$ cat src/rtl/alu_bitwise_pkg.sv
// Shared types and the bitwise evaluation function for the ALU bitwise pipe.
package alu_bitwise_pkg;

    // Widest operand the evaluation function handles; instances truncate to WIDTH.
    localparam int unsigned MAX_WIDTH = 64;

    typedef enum logic [2:0] {
        OP_AND    = 3'd0,
        OP_OR     = 3'd1,
        OP_XOR    = 3'd2,
        OP_NOR    = 3'd3,
        OP_NAND   = 3'd4,
        OP_XNOR   = 3'd5,
        OP_NOT_A  = 3'd6,
        OP_PASS_A = 3'd7
    } bitwise_op_e;

    function automatic logic [MAX_WIDTH-1:0] bitwise_eval(
        input bitwise_op_e          op,
        input logic [MAX_WIDTH-1:0] a,
        input logic [MAX_WIDTH-1:0] b
    );
        logic [MAX_WIDTH-1:0] r;
        case (op)
            OP_AND:   r = a & b;
            OP_OR:    r = a | b;
            OP_XOR:   r = a ^ b;
            OP_NOR:   r = ~(a | b);
            OP_NAND:  r = ~(a & b);
            OP_XNOR:  r = ~(a ^ b);
            OP_NOT_A: r = ~a;
            default:  r = a;
        endcase
        return r;
    endfunction

endpackage

$ cat src/rtl/bitwise_pipe_stage.sv
// One pipeline slot: valid bit plus payload, advancing when downstream can take it.
module bitwise_pipe_stage #(
    parameter int unsigned DW = 34
) (
    input  logic          clk,
    input  logic          rst,
    input  logic          i_enable,
    input  logic          i_valid,
    input  logic [DW-1:0] i_data,
    input  logic          i_ready,
    output logic          o_valid,
    output logic [DW-1:0] o_data
);

    logic          valid_q;
    logic          valid_d;
    logic [DW-1:0] data_q;
    logic [DW-1:0] data_d;
    logic          ready_c;

    // Slot can load when empty or when its current beat moves on this cycle.
    always_comb begin
        ready_c = ~valid_q | i_ready;
        valid_d = valid_q;
        data_d  = data_q;
        if (i_enable && ready_c) begin
            valid_d = i_valid;
            if (i_valid) begin
                data_d = i_data;
            end
        end
    end

    always_ff @(posedge clk or posedge rst) begin
        if (rst) begin
            valid_q <= 1'b0;
            data_q  <= '0;
        end else begin
            valid_q <= valid_d;
            data_q  <= data_d;
        end
    end

    assign o_valid = valid_q;
    assign o_data  = data_q;

endmodule

$ cat src/rtl/bitwise_logic_pipe.sv
// Pipelined 8-op bitwise unit with valid/ready on both sides, freeze enable and result flags.
// WIDTH must not exceed alu_bitwise_pkg::MAX_WIDTH; STAGES is 1..4.
module bitwise_logic_pipe
    import alu_bitwise_pkg::*;
#(
    parameter int unsigned WIDTH  = 32,
    parameter int unsigned STAGES = 2
) (
    input  logic             clk,
    input  logic             rst,
    input  logic             i_enable,
    input  logic             i_valid,
    output logic             o_ready,
    input  logic [2:0]       i_op,
    input  logic [WIDTH-1:0] i_1,
    input  logic [WIDTH-1:0] i_2,
    output logic             o_valid,
    input  logic             i_ready,
    output logic [WIDTH-1:0] o,
    output logic             o_zero,
    output logic             o_ones,
    output logic             o_busy
);

    // Payload layout: {ones, zero, result}.
    localparam int unsigned DW = WIDTH + 2;

    logic [WIDTH-1:0] res_c;
    logic             zero_c;
    logic             ones_c;
    logic [STAGES:0]  valid_v;
    logic [DW-1:0]    data_v [STAGES+1];
    logic [STAGES:1]  ready_nxt;
    logic             zero_q;
    logic             ones_q;

    always_comb begin
        res_c  = WIDTH'(bitwise_eval(bitwise_op_e'(i_op), MAX_WIDTH'(i_1), MAX_WIDTH'(i_2)));
        zero_c = (res_c == '0);
        ones_c = &res_c;
    end

    assign valid_v[0] = i_valid;
    assign data_v[0]  = {ones_c, zero_c, res_c};

    // Ready seen by stage k is computed from downstream valid bits directly, avoiding a ripple chain.
    for (genvar k = 1; k <= STAGES; k++) begin : g_stage
        if (k == STAGES) begin : g_last
            assign ready_nxt[k] = i_ready;
        end else begin : g_mid
            assign ready_nxt[k] = i_ready | ~(&valid_v[STAGES:k+1]);
        end

        bitwise_pipe_stage #(
            .DW (DW)
        ) u_stage (
            .clk      (clk),
            .rst      (rst),
            .i_enable (i_enable),
            .i_valid  (valid_v[k-1]),
            .i_data   (data_v[k-1]),
            .i_ready  (ready_nxt[k]),
            .o_valid  (valid_v[k]),
            .o_data   (data_v[k])
        );
    end

    assign o_ready            = i_enable & ~rst & (~valid_v[1] | ready_nxt[1]);
    assign o_valid            = valid_v[STAGES];
    assign {ones_q, zero_q, o} = data_v[STAGES];
    assign o_zero             = zero_q & o_valid;
    assign o_ones             = ones_q & o_valid;
    assign o_busy             = |valid_v[STAGES:1];

endmodule

$ cat config.mk
export PLATFORM = sky130hd
export DESIGN_NAME = bitwise_logic_pipe
export DESIGN_NICKNAME = d
export VERILOG_FILES = /design/src/rtl/alu_bitwise_pkg.sv /design/src/rtl/bitwise_pipe_stage.sv /design/src/rtl/bitwise_logic_pipe.sv
export SDC_FILE = /design/constraint.sdc
export NUM_CORES = 1
export LEC_CHECK = 0
export CELL_PAD_IN_SITES_DETAIL_PLACEMENT = 1
export CELL_PAD_IN_SITES_GLOBAL_PLACEMENT = 1
export CORE_MARGIN = 1.5
export CORE_UTILIZATION = 35
export CTS_CLUSTER_DIAMETER = 50
export DETAILED_ROUTE_END_ITERATION = 16
export GPL_TIMING_DRIVEN = 0
export HOLD_SLACK_MARGIN = 0.15
export PLACE_DENSITY = 0.72
export RECOVER_POWER = 100
export SLEW_MARGIN = 25
export SYNTH_ARGS = -nofsm -noshare
export SYNTH_HDL_FRONTEND = slang
export SYNTH_SLANG_ARGS = --single-unit
$ cat constraint.sdc
create_clock -name clk -period 4.2 [get_ports clk]
set_input_delay 0.84 -clock clk [delete_from_list [all_inputs] [get_ports clk]]
set_output_delay 0.84 -clock clk [all_outputs]
set_load 0.05 [all_outputs]
After elaboration in Yosys (flattened, before gate mapping)
Index checks and enable logic that the tools add are counted.
- divide/modulo/power cells: 0
- multipliers: 0
- add/sub/neg operators: 0
- shift operators: 0
- muxes and demuxes: 1
- bitwise operators: 16
- reductions and logical operators: 8
- eq/ne operators: 6
- order comparisons: 0
- operators by type and width (kind ; number):
    case mux 32 bit (7 select lines) ; 1
    NOT 32 bit ; 4
    AND 32 bit ; 1
    zero test 32 bit ; 1
    OR 32 bit ; 1
    AND reduction 32 bit ; 1
    XOR 32 bit ; 1
    equality test 3 bit, second input constant ; 3
    equality test 3 x 2 -> 1 bit, second input constant ; 2
    AND 1 bit ; 4
    AND reduction 2 bit ; 2
    equality test 3 x 1 -> 1 bit, second input constant ; 1
    zero test 3 bit ; 1
    NOT 1 bit ; 3
    logical AND 1 bit ; 2
    OR 1 bit ; 2
    OR reduction 2 bit ; 1
- memory bits (writable): 0
- memories: 0
- word-level logic and storage cells: 35
- bits of input ports: 72
- bits in latches: 0
- flip-flop bits (word level): 70
- output and inout port bits: 37
- bits in read-only memories: 0

Longest topological paths before layout
Gate-level depths: netlist of run 1.
- depth in word-level cells: 5
- depth in mapped cells: 10
- gate-level depth less buffers: 9

By module
Synthesis of run 1 repeated with hierarchy kept, for this count alone.
- cell total of the unflattened synthesis: 661
- area, all modules: 6527.5 µm²
- by module, submodules not included (module ; times used ; cells each ; sequential area each (µm²) ; area an instance (µm²)):
    bitwise_logic_pipe ; 1 ; 503 ; 0.0 ; 3617.2
    bitwise_pipe_stage ; 2 ; 79 ; 875.8 ; 1455.1

Least setup slack after synthesis of run 1
Ideal clock, no wire load.
- path kind: input-to-output
- start point: in rst
- end point: out o_ready
- data required time: 3360 ps
- stages on the path: 2
- path slack: 388 ps
- buffers on the path: 0
- data arrival time: 2972 ps
- cell sequence: inv_1 > and3_1
- cells in the longest elaborated chain, start to end: 3
- ends and longest elaborated chain (element ; RTL line ; RTL):
    start: declaration ; bitwise_logic_pipe.sv:10 ; input logic rst,
    NOT 1 bit ; bitwise_logic_pipe.sv:68 ; assign o_ready = i_enable & ~rst & (~valid_v[1] | ready_nxt[1]);
    AND 1 bit (2 in a row) ; bitwise_logic_pipe.sv:68 ;
    end: declaration ; bitwise_logic_pipe.sv:13 ; output logic o_ready,
No other way between the ends.

Final worst setup path of run 1
- start point: in i_op[1]
- end point: reg g_stage[1].u_stage.data_q[33]
- cells in the longest elaborated chain, start to end: 3
- elaborated cells between the ends (all ways): 9
- those cells by class: eq/ne (6); mux (1); reduce/logical (2)
- ends and longest elaborated chain (element ; RTL line ; RTL):
    start: declaration ; bitwise_logic_pipe.sv:14 ; input logic [2:0] i_op,
    equality test 3 bit (tied with other cells) ; alu_bitwise_pkg.sv:24 ; case (op)
    case mux 32 bit (7 select lines) * ; alu_bitwise_pkg.sv:24 ;
    AND reduction 32 bit * ; bitwise_logic_pipe.sv:40 ; ones_c = &res_c;
    end signal: assignment ; bitwise_pipe_stage.sv:40 ; data_q <= data_d;
    end: declaration ; bitwise_pipe_stage.sv:17 ; logic [DW-1:0] data_q;
Mark *: on every way between the ends. The rest lies on a longest branch, timed or not.
A chain may end at the register's enable or synchronous reset.

==> summary.txt, run 1 <==
Flow run
  • Max Cap Viol: 1

Setup path
  • Critical path's slowest cell: a21oi_1
  • CP startpoint: i_op[1]
  • Worst reg-to-reg setup slack: approximately 2.1 ns
  • CP endpoint kind: flip-flop
  • R2R cell count: 7
  • Crit start category: input port
  • CP bufs+invs: 4
  • Worst flop-to-flop path startpoint: g_stage[2].u_stage.o_valid
  • Crit-path cells: clkdlybuf4s50_1 > clkbuf_1 > nor2_1 > clkbuf_1 > buf_2 > a22oi_1 > a21oi_1 > nand4_1 > nor2_1 > a32o_1
  • Crit path depth: 10
  • Crit Reg-Reg Endpoint: g_stage[1].u_stage.o_data[32]
  • Crit Path Max Fanout: 10
  • Crit-path max cell delay: 0.51 ns
  • Kind of critical path: input port to flip-flop
  • Crit path required time: 4.47 ns
  • Capture point of the critical path: g_stage[1].u_stage.o_data[33]
  • Delay-heaviest family, CP: buffers and inverters
  • Worst EP arrival: ~3.9 ns

Global routing
  • Initial antenna violation count: 0
  • First-pass GRT wire length: between 30 and 40 mm
  • Grt ovf: 0
  • Largest net degree at the start of global routing: 40
  • Total GRT Usage: 0.213
  • Vias in the first global route: 5963

Placement
  • Area after DPL: 7500 µm²
  • GP Congestion: 0.855
  • HPWL Detailed: about 15 mm
  • Place WS: 0.426 ns
  • Port Buf Inserts: ~110

Synthesis
  • Area leader, netlist: dfrtp_1
  • Post-synth EDFFs: 0
  • Synth Warn #: 0
  • Post-Syn Nets: 853
  • Avg Cell Area, Syn: 8.52 µm²
  • Main synth FF type: dfrtp_1
  • Number of synthesized register bits: 70
  • Post-synthesis cell type count: 47
  • Yosys top cell area share: 0.287
  • Cells after synthesis: roughly 720
  • Ys async rst share: 1.00
  • Top post-synthesis cells by area: dfrtp_1 29%, ha_1 13%, nand2_1 7.7%
  • Netlist Area Pre-Place: 6110 µm²
  • Post-synthesis sequential area ratio: 0.287

Drt
  • Number of vias per cell: 5.22
  • DRC viols: 0
  • Initial DRT Pass Iterations: 4
  • WL final: approximately 19 mm
  • Wire per inst: 17.8 µm
  • Starting DRC count in detailed routing: between 150 and 200
  • Total number of vias: 5572
  • ANT nets after route: 0

Timing
  • Worst setup margin: around 0.54 ns
  • FMAX: 273 MHz
  • Final Cycle Share: 0.871
  • Hold Vio Cnt, Final: 0
  • Final Setup Violations: 0
  • Least-Margin Pin Slew: approximately 2 ns
  • RSZ-0062 raised after global routing: no
  • Max-slew violation count: 40
  • Crit path time final: 3.66 ns
  • Clock Skew: 0.00736 ns
  • Max-Slew Margin vs Limit: -0.336

Clocking
  • CTS buffer count: 9
  • Hold buffers post-CTS: 0
  • Clock-pin slew of the registers on the worst-case setup and hold paths: ~0.05 ns
  • Worst-Skew Late Latency: ~0.33 ns
  • H-tree depth: 3
  • Post-CTS setup buffer count: 0
  • PostCTS Resize Cnt: 0
  • TritonCTS clock tree: built
  • Root Driver: clkbuf_16
  • CTS sink cnt: 70
  • Clock Tree Buf Depth: 2

Min path
  • Hold Crit Class: flip-flop to flip-flop

Floorplanning
  • FP Rows: between 40 and 50
  • Chip height: 135 µm
  • Die Wd: 135 µm
  • Initial core utilization: 0.356
  • Die Area: 18300 µm²
  • Io pins: 109
  • CORE AREA: around 17000 µm²

Power and ir drop
  • Worst VDD drop: 0.287 mV
  • PD cells: roughly 440 nW/µm²
  • Leak pwr: about 3.8 nW

Outcome
  • Failing checks: max-capacitance violations, max-slew violations
  • Status: complete, but fails checks

Layout
  • Ant diodes: 0
  • Share of layout cells above drive strength 1: 0.139
  • Final core utilization: 0.455
  • Fin nets: slightly below 1000
  • Final Instance Area: 7820 µm²
  • Area grow syn2layout: 27.9%
## synth_stat cells, types with 2 or more instances
| library cell | number |
|---|---|
| nor3_1 | 4 |
| nor4_1 | 5 |
| xnor2_1 | 5 |
| o21ai_0 | 10 |
| buf_6 | 3 |
| a221oi_1 | 3 |
| nor2_1 | 41 |
| and3_1 | 3 |
| o21bai_1 | 2 |
| mux2_2 | 41 |
| o221ai_1 | 23 |
| nor2b_1 | 14 |
| and2_1 | 2 |
| o22ai_1 | 5 |
| buf_1 | 2 |
| a31oi_1 | 11 |
| buf_2 | 16 |
| a2bb2oi_1 | 2 |
| clkbuf_1 | 11 |
| a21oi_1 | 22 |
| ha_1 | 64 |
| o211ai_1 | 13 |
| nand2b_1 | 5 |
| a22o_1 | 3 |
| nand3b_1 | 2 |
| inv_1 | 66 |
| a211oi_1 | 7 |
| xor2_1 | 24 |
| a22oi_1 | 13 |
| or2_2 | 2 |
| nand4_1 | 7 |
| nand3_1 | 7 |
| dfrtp_1 | 70 |
| nand2_1 | 126 |
| mux2i_1 | 30 |
| buf_4 | 42 |
## area by class of cell
cell class                 count  area (µm²)
multi-input combinational    507        3630
inverter                      66         250
sequential                    70        1750
clock inverter                 6         110
tap                          225         282
fill                        2009        9360
buffer                        74         474
timing repair buffer         109        1080
clock buffer                  10         229
## stage by stage
step           instances  TNS [ns]  power (mW)  hold slack (ns)
5_1_grt             1067         0        3.59            0.502
2_1_floorplan        717         0        2.10            0.440
3_5_place_dp        1051         0        2.63            0.465
3_3_place_gp        1050    -0.997        2.58            0.462
6_report            1067         0        3.41            0.472
4_1_cts             1067         0        3.50            0.479
## report_power, final
| part | switching (mW) | leakage (nW) | internal, mW | total [mW] |
|---|---|---|---|---|
| logic | 0.928 | 2.78 | 0.649 | 1.58 |
| clock network | 0.275 | 0.159 | 0.578 | 0.853 |
| registers | 0.108 | 0.868 | 0.868 | 0.976 |
## cell families (layout without fill, tap and decap cells)
| family | count (synthesis) | in the layout | share of synthesized area |
|---|---|---|---|
| XOR/XNOR | 29 | 29 | 0.0416 |
| flip-flops | 70 | 70 | 0.287 |
| buffers and inverters | 140 | 265 | 0.119 |
| AO/OA/AOI/OAI | 122 | 122 | 0.141 |
| adder cells (fa/ha/maj) | 64 | 64 | 0.131 |
| AND/OR/NAND/NOR | 221 | 221 | 0.156 |
| multiplexers | 71 | 71 | 0.125 |
## per-layer routing
| layer | wire length (µm) | global-route usage | share of wire | vias up |
|---|---|---|---|---|
| li1 | - | - | - | 2665 |
| met1 | 8620 | 0.268 | 0.45 | 2743 |
| met2 | 9300 | 0.377 | 0.49 | 137 |
| met3 | 654 | 0.0228 | 0.034 | 27 |
| met4 | 403 | 0.0753 | 0.021 | 0 |
| met5 | 0 | 0 | 0 | - |
## registers in the layout, indices dropped and copies added (netlist names)
register and cells:
g_stage.u_stage.o_data 68, g_stage.u_stage.o_valid 2
## how the worst min path moves through the flow
stage / start / end / depth (start not counted)
after detailed placement: g_stage[1].u_stage.o_data[6] / g_stage[1].u_stage.o_data[6] / 2
after floorplan: g_stage[1].u_stage.o_data[28] / g_stage[1].u_stage.o_data[28] / 2
after CTS: g_stage[1].u_stage.o_data[6] / g_stage[1].u_stage.o_data[6] / 2
final: g_stage[1].u_stage.o_data[28] / g_stage[1].u_stage.o_data[28] / 2
after global placement: g_stage[1].u_stage.o_data[21] / g_stage[1].u_stage.o_data[21] / 2
after global routing: g_stage[1].u_stage.o_data[10] / g_stage[1].u_stage.o_data[10] / 2
## cells in the final DEF (no fill, tap or decap), drive strengths merged, types with 2 or more instances in the layout
master,netlist,layout
o21bai,2,2
nand3b,2,2
o22ai,5,5
a211oi,7,7
nor2b,14,14
nor4,5,5
inv,66,66
clkdlybuf4s50,0,69
dlygate4sd3,0,39
nor3,4,4
nand2b,5,5
a21oi,22,22
nand3,7,7
a31oi,11,11
nor2,41,41
xnor2,5,5
ha,64,64
xor2,24,24
nand4,7,7
or2,3,3
o211ai,13,13
mux2i,30,30
buf,63,59
and2,2,2
a22oi,13,13
bufinv,0,3
a2bb2oi,2,2
a221oi,3,3
dfrtp,70,70
and3,3,3
clkinvlp,0,2
o221ai,23,23
nand2,126,126
a22o,3,3
mux2,41,41
o21ai,11,11
clkbuf,11,26
## worst register-to-register path: cells and delay by family, from the launching register on
kind               cells  cell delay, ns
AOI/OAI and AO/OA      1            0.14
and+or+nand+nor        6            1.45
DFF                    1            0.41
Power figures use the tool's default switching activity.
==> run 2: changes to the inputs <==
SETUP_SLACK_MARGIN = 0.02   (was unset)
==> results of run 2 <==
The final DEF is identical to that of run 1; final timing and power are the same.
==> run 3: changes to the inputs <==
CORE_MARGIN = 2   (was 1.5)
SLEW_MARGIN = unset   (was 25)
TNS_END_PERCENT = 20   (was unset)
==> run 3 against run 2 <==
Against the previous run: the run now ends clean; sequential cell count stayed put; combinational power hardly changed; maximum frequency is 6.1% lower; total power is 4.4% lower; final cell count hardly changed; core utilization is 0.38 points lower; non-clock buffer count is 1 lower; die area is 1.5% higher.
==> summary.txt, run 3 (same netlist as run 1, synthesis figures left out) <==
Clocking
  • TritonCTS clock tree: built (unchanged)
  • Post-CTS setup buffer count: 0 (unchanged)
  • Root Driver: clkbuf_16 (unchanged)
  • Worst-Skew Late Latency: 0.32 ns (was 0.33 ns)
  • PostCTS Resize Cnt: 0 (unchanged)
  • CTS sink cnt: 70 (unchanged)
  • Clock-pin slew of the registers on the worst-case setup and hold paths: 0.05 ns (about the same)
  • Clock Tree Buf Depth: 2 (unchanged)
  • CTS buffer count: 9 (unchanged)
  • H-tree depth: 3 (unchanged)
  • Hold buffers post-CTS: 0 (unchanged)

Layout
  • Final-layout fill cell count: 2059 (was 2009)
  • Area grow syn2layout: 26.8% (was 27.9%)
  • Share of layout cells above drive strength 1: 0.137 (was 0.139)
  • Final core utilization: 0.451 (was 0.455)
  • Fin nets: 972 (was 973)
  • Leading cell types in the layout, fill and taps excluded: 126 x nand2_1, 70 x dfrtp_1, 67 x clkdlybuf4s50_1, 65 x inv_1, 64 x ha_1 (was 126 x nand2_1, 70 x dfrtp_1, 69 x clkdlybuf4s50_1, 65 x inv_1, 64 x ha_1)
  • Commonest non-fill, non-tap cell in the layout: nand2_1 (unchanged)
  • Max FFs per register: 68 (unchanged)
  • Final Instance Area: 7750 µm² (was 7820 µm²)
  • Ant diodes: 0 (unchanged)

Power and ir drop
  • Worst VDD drop: 0.318 mV (was 0.287 mV)
  • Leak pwr: 3.78 nW (was 3.81 nW)
  • PD cells: 420 nW/µm² (was 436 nW/µm²)
  • Total power: 3.26 mW (was 3.41 mW)

Setup path
  • Critical path's slowest cell: dlygate4sd3_1 (was a21oi_1)
  • CP endpoint kind: output port (was flip-flop)
  • Kind of critical path: input port to output port (was input port to flip-flop)
  • Crit-path max cell delay: 0.87 ns (was 0.51 ns)
  • Crit start category: input port (unchanged)
  • Crit Path Max Fanout: 71 (was 10)
  • Crit path required time: 3.36 ns (was 4.47 ns)
  • Worst EP arrival: 3.06 ns (was 3.93 ns)
  • Crit-path cells: clkdlybuf4s50_1 > inv_4 > and3_1 > dlygate4sd3_1 (was clkdlybuf4s50_1 > clkbuf_1 > nor2_1 > clkbuf_1 > buf_2 > a22oi_1 > a21oi_1 > nand4_1 > nor2_1 > a32o_1)

Global routing
  • Total GRT Usage: 0.215 (was 0.213)
  • Largest net degree at the start of global routing: 72 (was 40)
  • Initial antenna violation count: 0 (unchanged)
  • Vias in the first global route: 6109 (was 5963)
  • First-pass GRT wire length: 31.5 mm (was 30.4 mm)
  • Grt ovf: 0 (unchanged)

Timing
  • Setup TNS: 0 ns (unchanged)
  • Max-slew violation count: 0 (was 40)
  • Worst hold margin: 0.476 ns (was 0.472 ns)
  • RSZ-0062 raised after global routing: no (unchanged)
  • Max-Slew Margin vs Limit: 0.435 (was -0.336)
  • Crit path time final: 3.90 ns (was 3.66 ns)
  • FMAX: 256 MHz (was 273 MHz)
  • Least-Margin Pin Slew: 0.848 ns (was 2.00 ns)
  • Final Cycle Share: 0.928 (was 0.871)
  • Hold Vio Cnt, Final: 0 (unchanged)
  • Clock Skew: 0.00446 ns (was 0.00736 ns)
  • Final Setup Violations: 0 (unchanged)

Floorplanning
  • Io pins: 109 (unchanged)
  • Initial core utilization: 0.356 (unchanged)
  • Die Area: 18500 µm² (was 18300 µm²)
  • Chip height: 136 µm (was 135 µm)
  • CORE AREA: 17200 µm² (unchanged)
  • FP Rows: 48 (unchanged)
  • Die Wd: 136 µm (was 135 µm)

Placement
  • Area after DPL: 7480 µm² (was 7500 µm²)
  • HPWL Detailed: 15.3 mm (was 15.2 mm)
  • Port Buf Inserts: 108 (unchanged)
  • GP Congestion: 0.850 (was 0.855)

Min path
  • Hold Crit Class: flip-flop to flip-flop (unchanged)

Flow run
  • Max Cap Viol: 0 (was 1)

Drt
  • Number of vias per cell: 5.25 (was 5.22)
  • Starting DRC count in detailed routing: 287 (was 171)
  • Initial DRT Pass Iterations: 4 (unchanged)
  • DRC viols: 0 (unchanged)
  • WL final: 19.3 mm (was 19.0 mm)
  • Total number of vias: 5601 (was 5572)
  • ANT nets after route: 0 (unchanged)
  • Wire per inst: 18.1 µm (was 17.8 µm)

Outcome
  • Status: completed (was complete, but fails checks)
## run 3: path summary, 6_finish.rpt
| check | start | endpoint | slack (ns) | cells past startpoint |
|---|---|---|---|---|
| max | rst | o_ready | 0.30 | 4 |
| min | g_stage[1].u_stage.o_data[14] | g_stage[1].u_stage.o_data[14] | 0.48 | 2 |
| max reg2reg | g_stage[2].u_stage.o_valid | g_stage[1].u_stage.o_data[32] | 2.08 | 7 |
| min reg2reg | g_stage[1].u_stage.o_data[14] | g_stage[1].u_stage.o_data[14] | 0.48 | 2 |
| max in group asynchronous | rst | g_stage[1].u_stage.o_data[20] | 2.60 | 2 |
| min in group asynchronous | rst | g_stage[1].u_stage.o_data[26] | 1.05 | 2 |
## run 3: metrics by stage
step | instances | setup slack [ns]
global route | 1066 | 0.108
CTS | 1066 | 0.294
global placement | 1050 | -1.03
finish | 1066 | 0.301
detailed placement | 1050 | 0.301
floorplan | 717 | 0.388
## run 3: metal layers
layer / GRT usage / vias up / routed length (µm)
met5: 0 / - / 0
met4: 0.0758 / 0 / 225
met3: 0.0216 / 16 / 835
met2: 0.376 / 140 / 9510
met1: 0.275 / 2777 / 8700
li1: - / 2668 / -
## run 3: layout make-up
cell class              instances  area (µm²)  share of cell area
plain buffers                  74         473              0.0610
clock buffers                  13         260              0.0336
clock inverters                 3        18.8             0.00242
inverters                      66         250              0.0323
multi-input cells             507        3630               0.469
flip-flops and latches         70        1750               0.226
well taps                     225         282              0.0363
repair buffers                108        1080               0.139
## run 3: report_power, final
| group | switching [mW] | total (mW) | internal [mW] |
|---|---|---|---|
| combinational | 0.937 | 1.59 | 0.648 |
| sequential | 0.111 | 0.979 | 0.868 |
| clock | 0.262 | 0.692 | 0.431 |
| total | 1.31 | 3.26 | 1.95 |
## run 3: worst max-delay path: cells and delay by family
family | cells | cell delay [ns]
simple gates | 1 | 0.26
buf+inv | 3 | 1.93
